--- src/rtl/fetch_queue_unit_if.sv ---
// Fetch-unit bundle: instruction-memory read port plus decode-side valid/ready.
// master = fetch unit, slave = memory/decode side.
interface fetch_queue_unit_if #(
    parameter int XLEN = 32
) ();
    logic            imem_req;
    logic [XLEN-1:0] imem_addr;
    logic [XLEN-1:0] imem_rdata;
    logic            inst_valid;
    logic            inst_ready;
    logic [XLEN-1:0] inst;
    logic [XLEN-1:0] inst_pc;

    modport master (
        output imem_req, imem_addr, inst_valid, inst, inst_pc,
        input  imem_rdata, inst_ready
    );

    modport slave (
        input  imem_req, imem_addr, inst_valid, inst, inst_pc,
        output imem_rdata, inst_ready
    );
endinterface

--- src/rtl/fetch_queue_unit.sv ---
// Sequential-PC fetch into a DEPTH-entry queue; FETCH_STATS_EN adds pop/redirect counters.
// Latency: request in k, data pushed at end of k+1, inst_valid in k+2; redirect target shown 3 cycles later.
// Backpressure: requests stop while queued + in-flight entries fill DEPTH; one credit per pop.
module fetch_queue_unit #(
    parameter int              XLEN     = 32,
    parameter int              DEPTH    = 4,
    parameter logic [XLEN-1:0] RESET_PC = '0
) (
    input  logic                    clk,
    input  logic                    rst,
    input  logic                    redirect,
    input  logic [XLEN-1:0]         redirect_pc,
    fetch_queue_unit_if.master      bus,
`ifdef FETCH_STATS_EN
    output logic [$clog2(DEPTH):0]  count,
    output logic [31:0]             fetched_cnt,
    output logic [31:0]             redirect_cnt
`else
    output logic [$clog2(DEPTH):0]  count
`endif
);
    localparam int AW = $clog2(DEPTH);
    localparam int CW = AW + 1;

    logic [XLEN-1:0] fetch_pc_q, fetch_pc_d;
    logic            inflight_q, inflight_d;
    logic [XLEN-1:0] inflight_pc_q, inflight_pc_d;
    logic [AW-1:0]   rd_ptr_q, rd_ptr_d;
    logic [AW-1:0]   wr_ptr_q, wr_ptr_d;
    logic [CW-1:0]   count_q, count_d;
    logic [XLEN-1:0] inst_q [DEPTH];
    logic [XLEN-1:0] pc_q   [DEPTH];

    logic [CW:0]     used;
    logic            req;
    logic            push;
    logic            pop;
    logic            unused_pc_lsbs;

    // Credits cover both stored entries and the read still in flight.
    assign used = {1'b0, count_q} + {{CW{1'b0}}, inflight_q};
    assign req  = rst && !redirect && (used < (CW+1)'(DEPTH));
    assign push = inflight_q && !redirect;
    assign pop  = bus.inst_valid && bus.inst_ready && !redirect;

    assign unused_pc_lsbs = ^redirect_pc[1:0];

    assign bus.imem_req   = req;
    assign bus.imem_addr  = fetch_pc_q;
    assign bus.inst_valid = (count_q != '0);
    assign bus.inst       = bus.inst_valid ? inst_q[rd_ptr_q] : '0;
    assign bus.inst_pc    = bus.inst_valid ? pc_q[rd_ptr_q]   : '0;
    assign count          = count_q;

    always_comb begin
        fetch_pc_d    = fetch_pc_q;
        inflight_d    = req;
        inflight_pc_d = inflight_pc_q;
        rd_ptr_d      = rd_ptr_q + AW'(pop);
        wr_ptr_d      = wr_ptr_q + AW'(push);
        count_d       = count_q + CW'(push) - CW'(pop);
        if (req) begin
            fetch_pc_d    = fetch_pc_q + XLEN'(4);
            inflight_pc_d = fetch_pc_q;
        end
        if (redirect) begin
            fetch_pc_d = {redirect_pc[XLEN-1:2], 2'b00};
            rd_ptr_d   = '0;
            wr_ptr_d   = '0;
            count_d    = '0;
        end
    end

    always_ff @(posedge clk or negedge rst) begin
        if (!rst) begin
            fetch_pc_q    <= RESET_PC;
            inflight_q    <= 1'b0;
            inflight_pc_q <= '0;
            rd_ptr_q      <= '0;
            wr_ptr_q      <= '0;
            count_q       <= '0;
        end else begin
            fetch_pc_q    <= fetch_pc_d;
            inflight_q    <= inflight_d;
            inflight_pc_q <= inflight_pc_d;
            rd_ptr_q      <= rd_ptr_d;
            wr_ptr_q      <= wr_ptr_d;
            count_q       <= count_d;
        end
    end

    // Storage needs no reset: entries are only read while count says they are live.
    always_ff @(posedge clk) begin
        if (push) begin
            inst_q[wr_ptr_q] <= bus.imem_rdata;
            pc_q[wr_ptr_q]   <= inflight_pc_q;
        end
    end

`ifdef FETCH_STATS_EN
    logic [31:0] fetched_q;
    logic [31:0] redirect_q;

    always_ff @(posedge clk or negedge rst) begin
        if (!rst) begin
            fetched_q  <= '0;
            redirect_q <= '0;
        end else begin
            if (pop)      fetched_q  <= fetched_q + 32'd1;
            if (redirect) redirect_q <= redirect_q + 32'd1;
        end
    end

    assign fetched_cnt  = fetched_q;
    assign redirect_cnt = redirect_q;
`endif
endmodule

--- src/flat_wrapper.sv ---
// flat-port wrapper written by rule: the top's interface ports become plain ports
module fetch_queue_unit_flat 
#(
    parameter int              XLEN     = 32,
    parameter int              DEPTH    = 4,
    parameter logic [XLEN-1:0] RESET_PC = '0
)
  (clk, rst, redirect, redirect_pc, count, bus_imem_req, bus_imem_addr, bus_inst_valid, bus_inst, bus_inst_pc, bus_imem_rdata, bus_inst_ready);
  fetch_queue_unit_if #(.XLEN(XLEN)) bus_i ();
  input  logic clk;
  input  logic rst;
  input  logic redirect;
  input  logic [XLEN-1:0] redirect_pc;
  output logic [$clog2(DEPTH):0] count;
  output wire logic [$bits(bus_i.imem_req)-1:0] bus_imem_req;
  output wire logic [$bits(bus_i.imem_addr)-1:0] bus_imem_addr;
  output wire logic [$bits(bus_i.inst_valid)-1:0] bus_inst_valid;
  output wire logic [$bits(bus_i.inst)-1:0] bus_inst;
  output wire logic [$bits(bus_i.inst_pc)-1:0] bus_inst_pc;
  input wire logic [$bits(bus_i.imem_rdata)-1:0] bus_imem_rdata;
  input wire logic [$bits(bus_i.inst_ready)-1:0] bus_inst_ready;
  assign bus_imem_req = bus_i.imem_req;
  assign bus_imem_addr = bus_i.imem_addr;
  assign bus_inst_valid = bus_i.inst_valid;
  assign bus_inst = bus_i.inst;
  assign bus_inst_pc = bus_i.inst_pc;
  assign bus_i.imem_rdata = bus_imem_rdata;
  assign bus_i.inst_ready = bus_inst_ready;
  fetch_queue_unit #(.XLEN(XLEN), .DEPTH(DEPTH), .RESET_PC(RESET_PC)) u_core (.clk(clk), .rst(rst), .redirect(redirect), .redirect_pc(redirect_pc), .bus(bus_i), .count(count));
endmodule
--- config.mk ---
export PLATFORM = sky130hd
export DESIGN_NAME = fetch_queue_unit_flat
export DESIGN_NICKNAME = d
export VERILOG_FILES = /design/src/rtl/fetch_queue_unit_if.sv /design/src/rtl/fetch_queue_unit.sv /design/src/flat_wrapper.sv
export SDC_FILE = /design/constraint.sdc
export NUM_CORES = 1
export LEC_CHECK = 0
export ABC_CLOCK_PERIOD_IN_PS = 7790
export CAP_MARGIN = 15
export CORE_MARGIN = 2
export CORE_UTILIZATION = 55
export CTS_CLUSTER_SIZE = 40
export DETAILED_ROUTE_END_ITERATION = 6
export HOLD_SLACK_MARGIN = 0.12
export PLACE_DENSITY = 0.8
export SLEW_MARGIN = 5
export SYNTH_ARGS = -nofsm -noshare
export SYNTH_HDL_FRONTEND = slang
export SYNTH_SLANG_ARGS = --single-unit
--- constraint.sdc ---
create_clock -name clk -period 7.79 [get_ports clk]
set_input_delay 0.779 -clock clk [delete_from_list [all_inputs] [get_ports clk]]
set_output_delay 0.779 -clock clk [all_outputs]
set_load 0.005 [all_outputs]
# Word-level counts from Yosys, hierarchy flattened
# Memory sizes are Yosys's and may differ from the RTL's.
# Cells that the tools add are included.
# word_totals
inputBits	68
mem_count	2
mem_bits_rw	256
register_bits	72
# mem_list
name	words	word_bits	rd	rd_ports_with_merged_regs	write_ports	line	text
u_core.inst_q	4	32	1	0	1	fetch_queue_unit.sv:31	logic [XLEN-1:0] inst_q [DEPTH];
u_core.pc_q	4	32	1	0	1	fetch_queue_unit.sv:32	logic [XLEN-1:0] pc_q [DEPTH];
# op_classes
reduce_logical	8
add_sub_neg	6
muxes	9
n_lt_le_gt_ge	1
# op_table
op	count
32-bit 2-to-1 mux	4
32-bit by 3-bit adder with 32-bit output, second input constant	1
1-bit logical AND	5
2-bit by 1-bit adder with 2-bit output	2
3-bit by 1-bit adder with 4-bit output	1
4-bit by 3-bit < comparator with 1-bit output, second input constant	1
2-bit 2-to-1 mux	2
3-bit by 1-bit adder with 3-bit output	1
3-bit 2-to-1 mux	1
3-bit nonzero test	1
3-bit by 1-bit subtractor with 3-bit output	1
1-bit 2-to-1 mux	2
2-bit nonzero test	1
1-bit zero test	1

# Logic depth before layout (Yosys ltp)
# Gate-level depths: netlist (run 1).
# logic_depth
depth_word	5
depth_mapped	10

# Worst setup path before layout (run 1)
# Ideal clock, no wire load.
# synth_timing
path_kind	input to register
start	in redirect
end	mem u_core.inst_q[0][0], enable pin
t_required_ns	7.219
path_slack_ns	1.614
cell_stages	2
setup_time_ns	0.571
arrival_time_ns	5.605
cell_sequence	nor2b_1 nor3b_1
# synth_via
elab_chain_cells	4
# synth_rtl
element	line	text
start, declared	flat_wrapper.sv:12	input logic redirect;
1-bit zero test	fetch_queue_unit.sv:43	assign push = inflight_q && !redirect;
1-bit logical AND	fetch_queue_unit.sv:43	
1-bit 2-to-1 mux	fetch_queue_unit.sv:94	if (push) begin
1-bit 2-to-1 mux (implied by the code)	fetch_queue_unit.sv:95	inst_q[wr_ptr_q] <= bus.imem_rdata;
end, declared	fetch_queue_unit.sv:31	
# No other way between the ends.

# Worst setup path after layout (run 1)
# layout_timing
start	reg u_core.rd_ptr_q[0]
end	out bus_inst[6]
# layout_via
elab_chain_cells	2
# layout_rtl
element	line	text
start, declared	fetch_queue_unit.sv:28	logic [AW-1:0] rd_ptr_q, rd_ptr_d;
start signal, assigned	fetch_queue_unit.sv:86	rd_ptr_q <= rd_ptr_d;
memory read 4 x 32 bit	-	
32-bit 2-to-1 mux	fetch_queue_unit.sv:51	assign bus.inst = bus.inst_valid ? inst_q[rd_ptr_q] : '0;
end, declared	flat_wrapper.sv:18	output wire logic [$bits(bus_i.inst)-1:0] bus_inst;
# No other way between the ends.

==> metrics.cfg, run 1 <==
[cts]
postCtsHoldBufs=0
worstSkewPairLatency_ns=0.54
cts_tree=built
cts_sinks=316
clk_pin_slew_ns=0.06
cts_max_path_buffers=3
htree_levels=1
post_cts_buffers=0
cts.repair.resized=0
cts_buffers=31
cts_root_buffer=clkbuf_16

[setup_path]
startpoint_type=register
arrival_ns=3.30
r2r_setup_slack_ns=5.11
crit_path_top_delay_cell=dfrtp_4
max_stage_delay_ns=0.74
reg2reg_depth=10
end_kind=output port
worst_r2r_endpoint=u_core.count[2]
r2r-start=u_core.count[1]
cp_cell_sequence=buf_4, mux4_2, nor2b_1, clkdlybuf4s50_1
crit_fanout=41
crit_type=register to output port
cp.required_ns=7.01

[floorplan]
die_y_um=156
dieArea_um2=24300
io_pins=169
rows=55
core_um2=22600
start_util=0.561
die_w_um=156

[yosys]
yosysWarnings=0
ys_types=44
syn_area_um2=12700
synth_edf_count=248
synthArstFlopShare=0.215
synth-seq-cells=316
synth_flop_cell=edfxtp_1
synthesis.instances=702
syn_area_per_cell_um2=18.1
ys_seq_area_frac=0.720

[route]
wl_per_cell_um=21.6
drc=0
finalWirelength_um=25600
num_vias=6952
drtPass1Iterations=5
postRouteAntennaNets=0
via_per_inst=5.87
drt-initial-drc-count=639

[sta]
slew_headroom=0.197
hold_viol=0
max_freq_mhz=245
fin_hold_ws_ns=0.460
slew_violations=0
period_share=0.523
worst-slew-pin-transition_ns=1.19
setup_tns_ns=0
fin_skew_ns=0.00884
setup_viol=0
grt_setup_unrepaired=no
min_period_ns=4.08

[power_and_ir_drop]
intPower_uw=3340
p_leak_uw=0.00524
switching_power_uw=1120
combinationalPowerShare=0.202
p_sw_frac=0.251
ir_worst_vdd_mv=0.184
powerDensity_nw_per_um2=286
clockPowerShare=0.312
pwr-share-seq=0.486

[job]
maxCapViolCount=0

[status]
status=completed

[final_layout]
layout.cells.non_filler=1185
syn2layout_area_growth_pct=22.9
fin_nets=951
num_antenna_cells=0
drive_gt1_frac=0.192

[global_route]
gr-usage-all-layers=0.216
overflow=0
grt_max_degree=74
grt_antenna_before_repair=0
grt_first_pass_wirelength_um=40400
grt_pass1_vias=7486

[min_path]
hold_path.class=primary input to asynchronous set/reset pin

[placement]
place_inst=1128
gp_congestion=0.868
numPortBuffers=162
dp_hpwl_um=15800

[stage by stage]
stage	area, um2	setup slack, ns	power (uW)	utilization
2_1_floorplan	12700	1.61	2590	-
3_3_place_gp	14600	4.01	3080	0.647
3_5_place_dp	14600	3.92	3110	0.647
4_1_cts	15600	3.59	4500	0.690
5_1_grt	15600	3.43	4670	0.690
6_report	15600	3.71	4460	0.690
[power by group through the flow]
stage | Sequential (uW) | Clock, uW | Combinational (uW)
4_1_cts | 2170 | 1420 | 913
5_1_grt | 2190 | 1500 | 974
6_report | 2170 | 1390 | 900
3_5_place_dp | 2210 | 0 | 908
2_1_floorplan | 2140 | 0 | 451
3_3_place_gp | 2180 | 0 | 892
[sequential cells by signal, indices dropped and copies added (netlist names)]
| register | cells |
|---|---|
| u_core.pc_q | 120 |
| u_core.inflight_q | 1 |
| u_core.count | 3 |
| u_core.inst_q | 128 |
| u_core.inflight_pc_q | 30 |
| u_core.wr_ptr_q | 2 |
| u_core.rd_ptr_q | 2 |
| u_core.bus.imem_addr | 30 |
[area by class of cell]
type / instances / area (um2)
fill: 1446 / 7030
sequential: 316 / 9150
multi-input combinational: 344 / 3400
tap: 285 / 357
inverter: 7 / 26.3
timing repair buffer: 176 / 1710
clock buffer: 42 / 857
clock inverter: 15 / 105
[how the worst max path moves through the flow]
stage / from / end
after floorplan: redirect / u_core.inst_q[0][0]
final: u_core.rd_ptr_q[0] / bus_inst[6]
after CTS: u_core.rd_ptr_q[0] / bus_inst[6]
after global routing: u_core.rd_ptr_q[0] / bus_inst_pc[2]
after global placement: rst / bus_imem_req
after detailed placement: rst / bus_imem_req
[logic make-up (layout without fill, tap and decap cells)]
kind of cell / Yosys count / in the layout / synth area share
DFF: 316 / 316 / 0.720
other: 1 / 4 / 0.000295
xor gates and xnor gates: 31 / 31 / 0.0214
buffers and inverters: 45 / 240 / 0.0162
muxes: 94 / 94 / 0.138
adders and majority gates: 7 / 7 / 0.00749
and+or+nand+nor: 175 / 175 / 0.0817
AOI/OAI and AO/OA: 33 / 33 / 0.0144
[cells in the final DEF (no fill, tap or decap), types with 18 or more instances in the layout]
master,count
clkbuf_16,31
clkdlybuf4s50_1,160
dfrtp_1,66
edfxtp_1,248
mux2_2,28
mux4_2,62
nand2_1,37
nor2b_1,67
o21ai_0,23
xor2_1,18
[metal layers]
layer / global-route usage / vias up / wire, um
li1: - / 3063 / -
met1: 0.286 / 3564 / 10500
met2: 0.369 / 284 / 12800
met3: 0.0450 / 41 / 1800
met4: 0.0620 / 0 / 499
met5: 0 / - / 0
[synth_stat cells (2+ instances only)]
cell type / n / area, um2
and4_1: 4 / 35.0
o32ai_1: 2 / 17.5
buf_4: 4 / 30.0
nand4_1: 13 / 81.3
nor3b_1: 2 / 15.0
inv_1: 7 / 26.3
buf_1: 2 / 7.51
mux2_1: 3 / 33.8
clkbuf_1: 20 / 75.1
mux2_2: 28 / 315
mux4_2: 62 / 1400
xnor2_1: 13 / 114
dfrtp_1: 68 / 1700
nor2_1: 10 / 37.5
buf_2: 11 / 55.1
nor4_1: 3 / 18.8
nor3_1: 4 / 20.0
o21ai_1: 6 / 30.0
nor4b_2: 2 / 30.0
and2_1: 2 / 12.5
ha_1: 6 / 75.1
xor2_1: 18 / 158
and3_1: 3 / 18.8
nor3_2: 2 / 20.0
edfxtp_1: 248 / 7450
o21ai_0: 23 / 115
nand3_1: 15 / 75.1
nand2_1: 37 / 139
nor2b_1: 68 / 425
or4_1: 2 / 15.0
[critical path: cells and delay by family, from the launching register on]
kind / cells / cell delay, ns
simple gates: 1 / 0.17
buf+inv: 2 / 1.22
flops: 1 / 0.74
mux: 1 / 0.60
No activity file was read; power rests on OpenSTA's default activity.
==> run 2, diff against run 1 <==
--- a/config.mk
+++ b/config.mk
@@ -5,14 +5,14 @@
 export SDC_FILE = /design/constraint.sdc
 export NUM_CORES = 1
 export LEC_CHECK = 0
-export ABC_CLOCK_PERIOD_IN_PS = 7790
+export ABC_CLOCK_PERIOD_IN_PS = 3600
 export CAP_MARGIN = 15
 export CORE_MARGIN = 2
-export CORE_UTILIZATION = 55
+export CORE_UTILIZATION = 50
 export CTS_CLUSTER_SIZE = 40
 export DETAILED_ROUTE_END_ITERATION = 6
 export HOLD_SLACK_MARGIN = 0.12
-export PLACE_DENSITY = 0.8
+export PLACE_DENSITY = 0.76
 export SLEW_MARGIN = 5
 export SYNTH_ARGS = -nofsm -noshare
 export SYNTH_HDL_FRONTEND = slang
==> constraint.sdc (replaced) <==
create_clock -name clk -period 3.6 [get_ports clk]
set_input_delay 0.36 -clock clk [delete_from_list [all_inputs] [get_ports clk]]
set_output_delay 0.36 -clock clk [all_outputs]
set_load 0.005 [all_outputs]
==> metrics.cfg, run 2 (synthesis results as in run 1) <==
[status]
status=completed

[power_and_ir_drop]
combinationalPowerShare=0.198  ; -0.004
clockPowerShare=0.340  ; +0.028
intPower_uw=7640  ; +130%
p_total_uw=10100  ; +130%
switching_power_uw=2480  ; +120%
powerDensity_nw_per_um2=634  ; +120%
p_leak_uw=0.00536  ; +2.4%
pwr-share-seq=0.462  ; -0.024
p_sw_frac=0.245  ; -0.00585
ir_worst_vdd_mv=0.344  ; +86%

[route]
via_per_inst=5.57  ; -5.1%
drt-initial-drc-count=432  ; -32%
wl_per_cell_um=21.0  ; -2.6%
finalWirelength_um=26100  ; +2.0%
drtPass1Iterations=5  ; unchanged
postRouteAntennaNets=0  ; unchanged
drc=0  ; unchanged
num_vias=6914  ; -0.55%

[job]
maxCapViolCount=0  ; unchanged

[sta]
max_freq_mhz=330
slew_headroom=0.529  ; +0.333
fin_skew_ns=0.00679  ; -0.00206 ns
grt_setup_unrepaired=no
setup_viol=0  ; unchanged
min_period_ns=3.03
slew_violations=0  ; unchanged
setup_tns_ns=0  ; unchanged
worst-slew-pin-transition_ns=0.705  ; -0.489 ns
period_share=0.843
hold_viol=0  ; unchanged

[min_path]
hold_path.class=primary input to register

[floorplan]
die_w_um=163  ; +4.8%
core_um2=25000  ; +11%
start_util=0.507  ; -0.0537
die_y_um=163  ; +4.8%
io_pins=169  ; unchanged
rows=58  ; +5.5%
dieArea_um2=26700  ; +9.7%

[global_route]
overflow=0  ; unchanged
gr-usage-all-layers=0.200  ; -0.0164
grt_antenna_before_repair=1  ; +1
grt_max_degree=64  ; -14%
grt_first_pass_wirelength_um=40000  ; -0.82%
grt_pass1_vias=7068  ; -5.6%

[final_layout]
fin_nets=961  ; +1.1%
top_register=u_core.inst_q
drive_gt1_frac=0.196  ; +0.00427
largest_reg_flops=128  ; unchanged
fill_cells=1777  ; +23%
reg_top3=u_core.inst_q x128, u_core.pc_q x120
syn2layout_area_growth_pct=25.7
stdcell_area_um2=16000  ; +2.3%
most-common-layout-cells=edfxtp_1, clkdlybuf4s50_1, nor2b_1, dfrtp_1, mux4_2
final_common_cell=edfxtp_1

[cts]
cts.repair.resized=0  ; unchanged
htree_levels=2  ; +1
postCtsHoldBufs=1  ; +1
post_cts_buffers=0  ; unchanged
worstSkewPairLatency_ns=0.50  ; -0.04 ns
cts_buffers=34  ; +9.7%
cts_tree=built
cts_sinks=316  ; unchanged
cts_max_path_buffers=3  ; unchanged
cts_root_buffer=clkbuf_16
clk_pin_slew_ns=0.06  ; about the same

[setup_path]
crit_type=register to output port
crit_fanout=11  ; -73%
arrival_ns=2.67  ; -0.63 ns
end_kind=output port
cp.required_ns=3.24  ; -3.77 ns
startpoint_type=register

[placement]
dpl_cell_area_um2=14800  ; +1.2%
gp_congestion=0.826  ; -4.9%
numPortBuffers=162  ; unchanged
dp_hpwl_um=16000  ; +1.7%

[run 2: stage by stage]
step	util	hold WS [ns]	worst slack [ns]	instances
2_1_floorplan	-	0.0644	0.0356	705
3_3_place_gp	0.592	0.307	1.12	1179
3_5_place_dp	0.592	0.305	1.10	1179
4_1_cts	0.637	0.173	0.552	1241
5_1_grt	0.637	0.177	0.422	1241
6_report	0.638	0.195	0.566	1242
[run 2: routing by layer]
layer,track usage,wire [um],up-vias
met5,0,13,-
met4,0.0539,521,2
met3,0.0513,1900,38
met2,0.330,12700,246
met1,0.267,10900,3551
li1,-,-,3077
[run 2: worst paths after layout]
kind / cells after the start / slack, ns / from / end
max: 5 / 0.57 / u_core.count[1] / bus_imem_req
min: 2 / 0.19 / redirect / u_core.rd_ptr_q[0]
max reg2reg: 6 / 1.12 / u_core.count[1] / u_core.inflight_pc_q[12]
min reg2reg: 0 / 0.52 / u_core.inflight_pc_q[13] / u_core.pc_q[1][13]
max in group asynchronous: 3 / 2.63 / rst / u_core.bus.imem_addr[13]
min in group asynchronous: 2 / 0.31 / rst / u_core.inflight_pc_q[26]
[run 2: area by class of cell]
type / instances / area, um2 / area share
diodes: 1 / 2.50 / 0.000157
repair buffers: 183 / 1830 / 0.115
clock inverters: 11 / 100 / 0.00627
clock buffers: 50 / 1020 / 0.0642
inverters: 7 / 26.3 / 0.00165
multi-input cells: 344 / 3410 / 0.214
flip-flops and latches: 316 / 9150 / 0.573
well taps: 330 / 413 / 0.0259
[run 2: power by group through the flow]
stage	registers (uW)	logic (uW)	clock network [uW]
global placement	4720	2010	0
detailed placement	4740	2040	0
global route	4720	2180	3660
floorplan	4630	977	0
CTS	4670	2050	3520
finish	4670	2010	3440
[run 2: worst max-delay path: stages, from the launching register on]
cell and delay (ns):
dfrtp_1 0.47, ha_1 0.30, o211a_1 0.28, o32ai_2 0.12, nor2b_4 0.41, clkdlybuf4s50_1 0.58
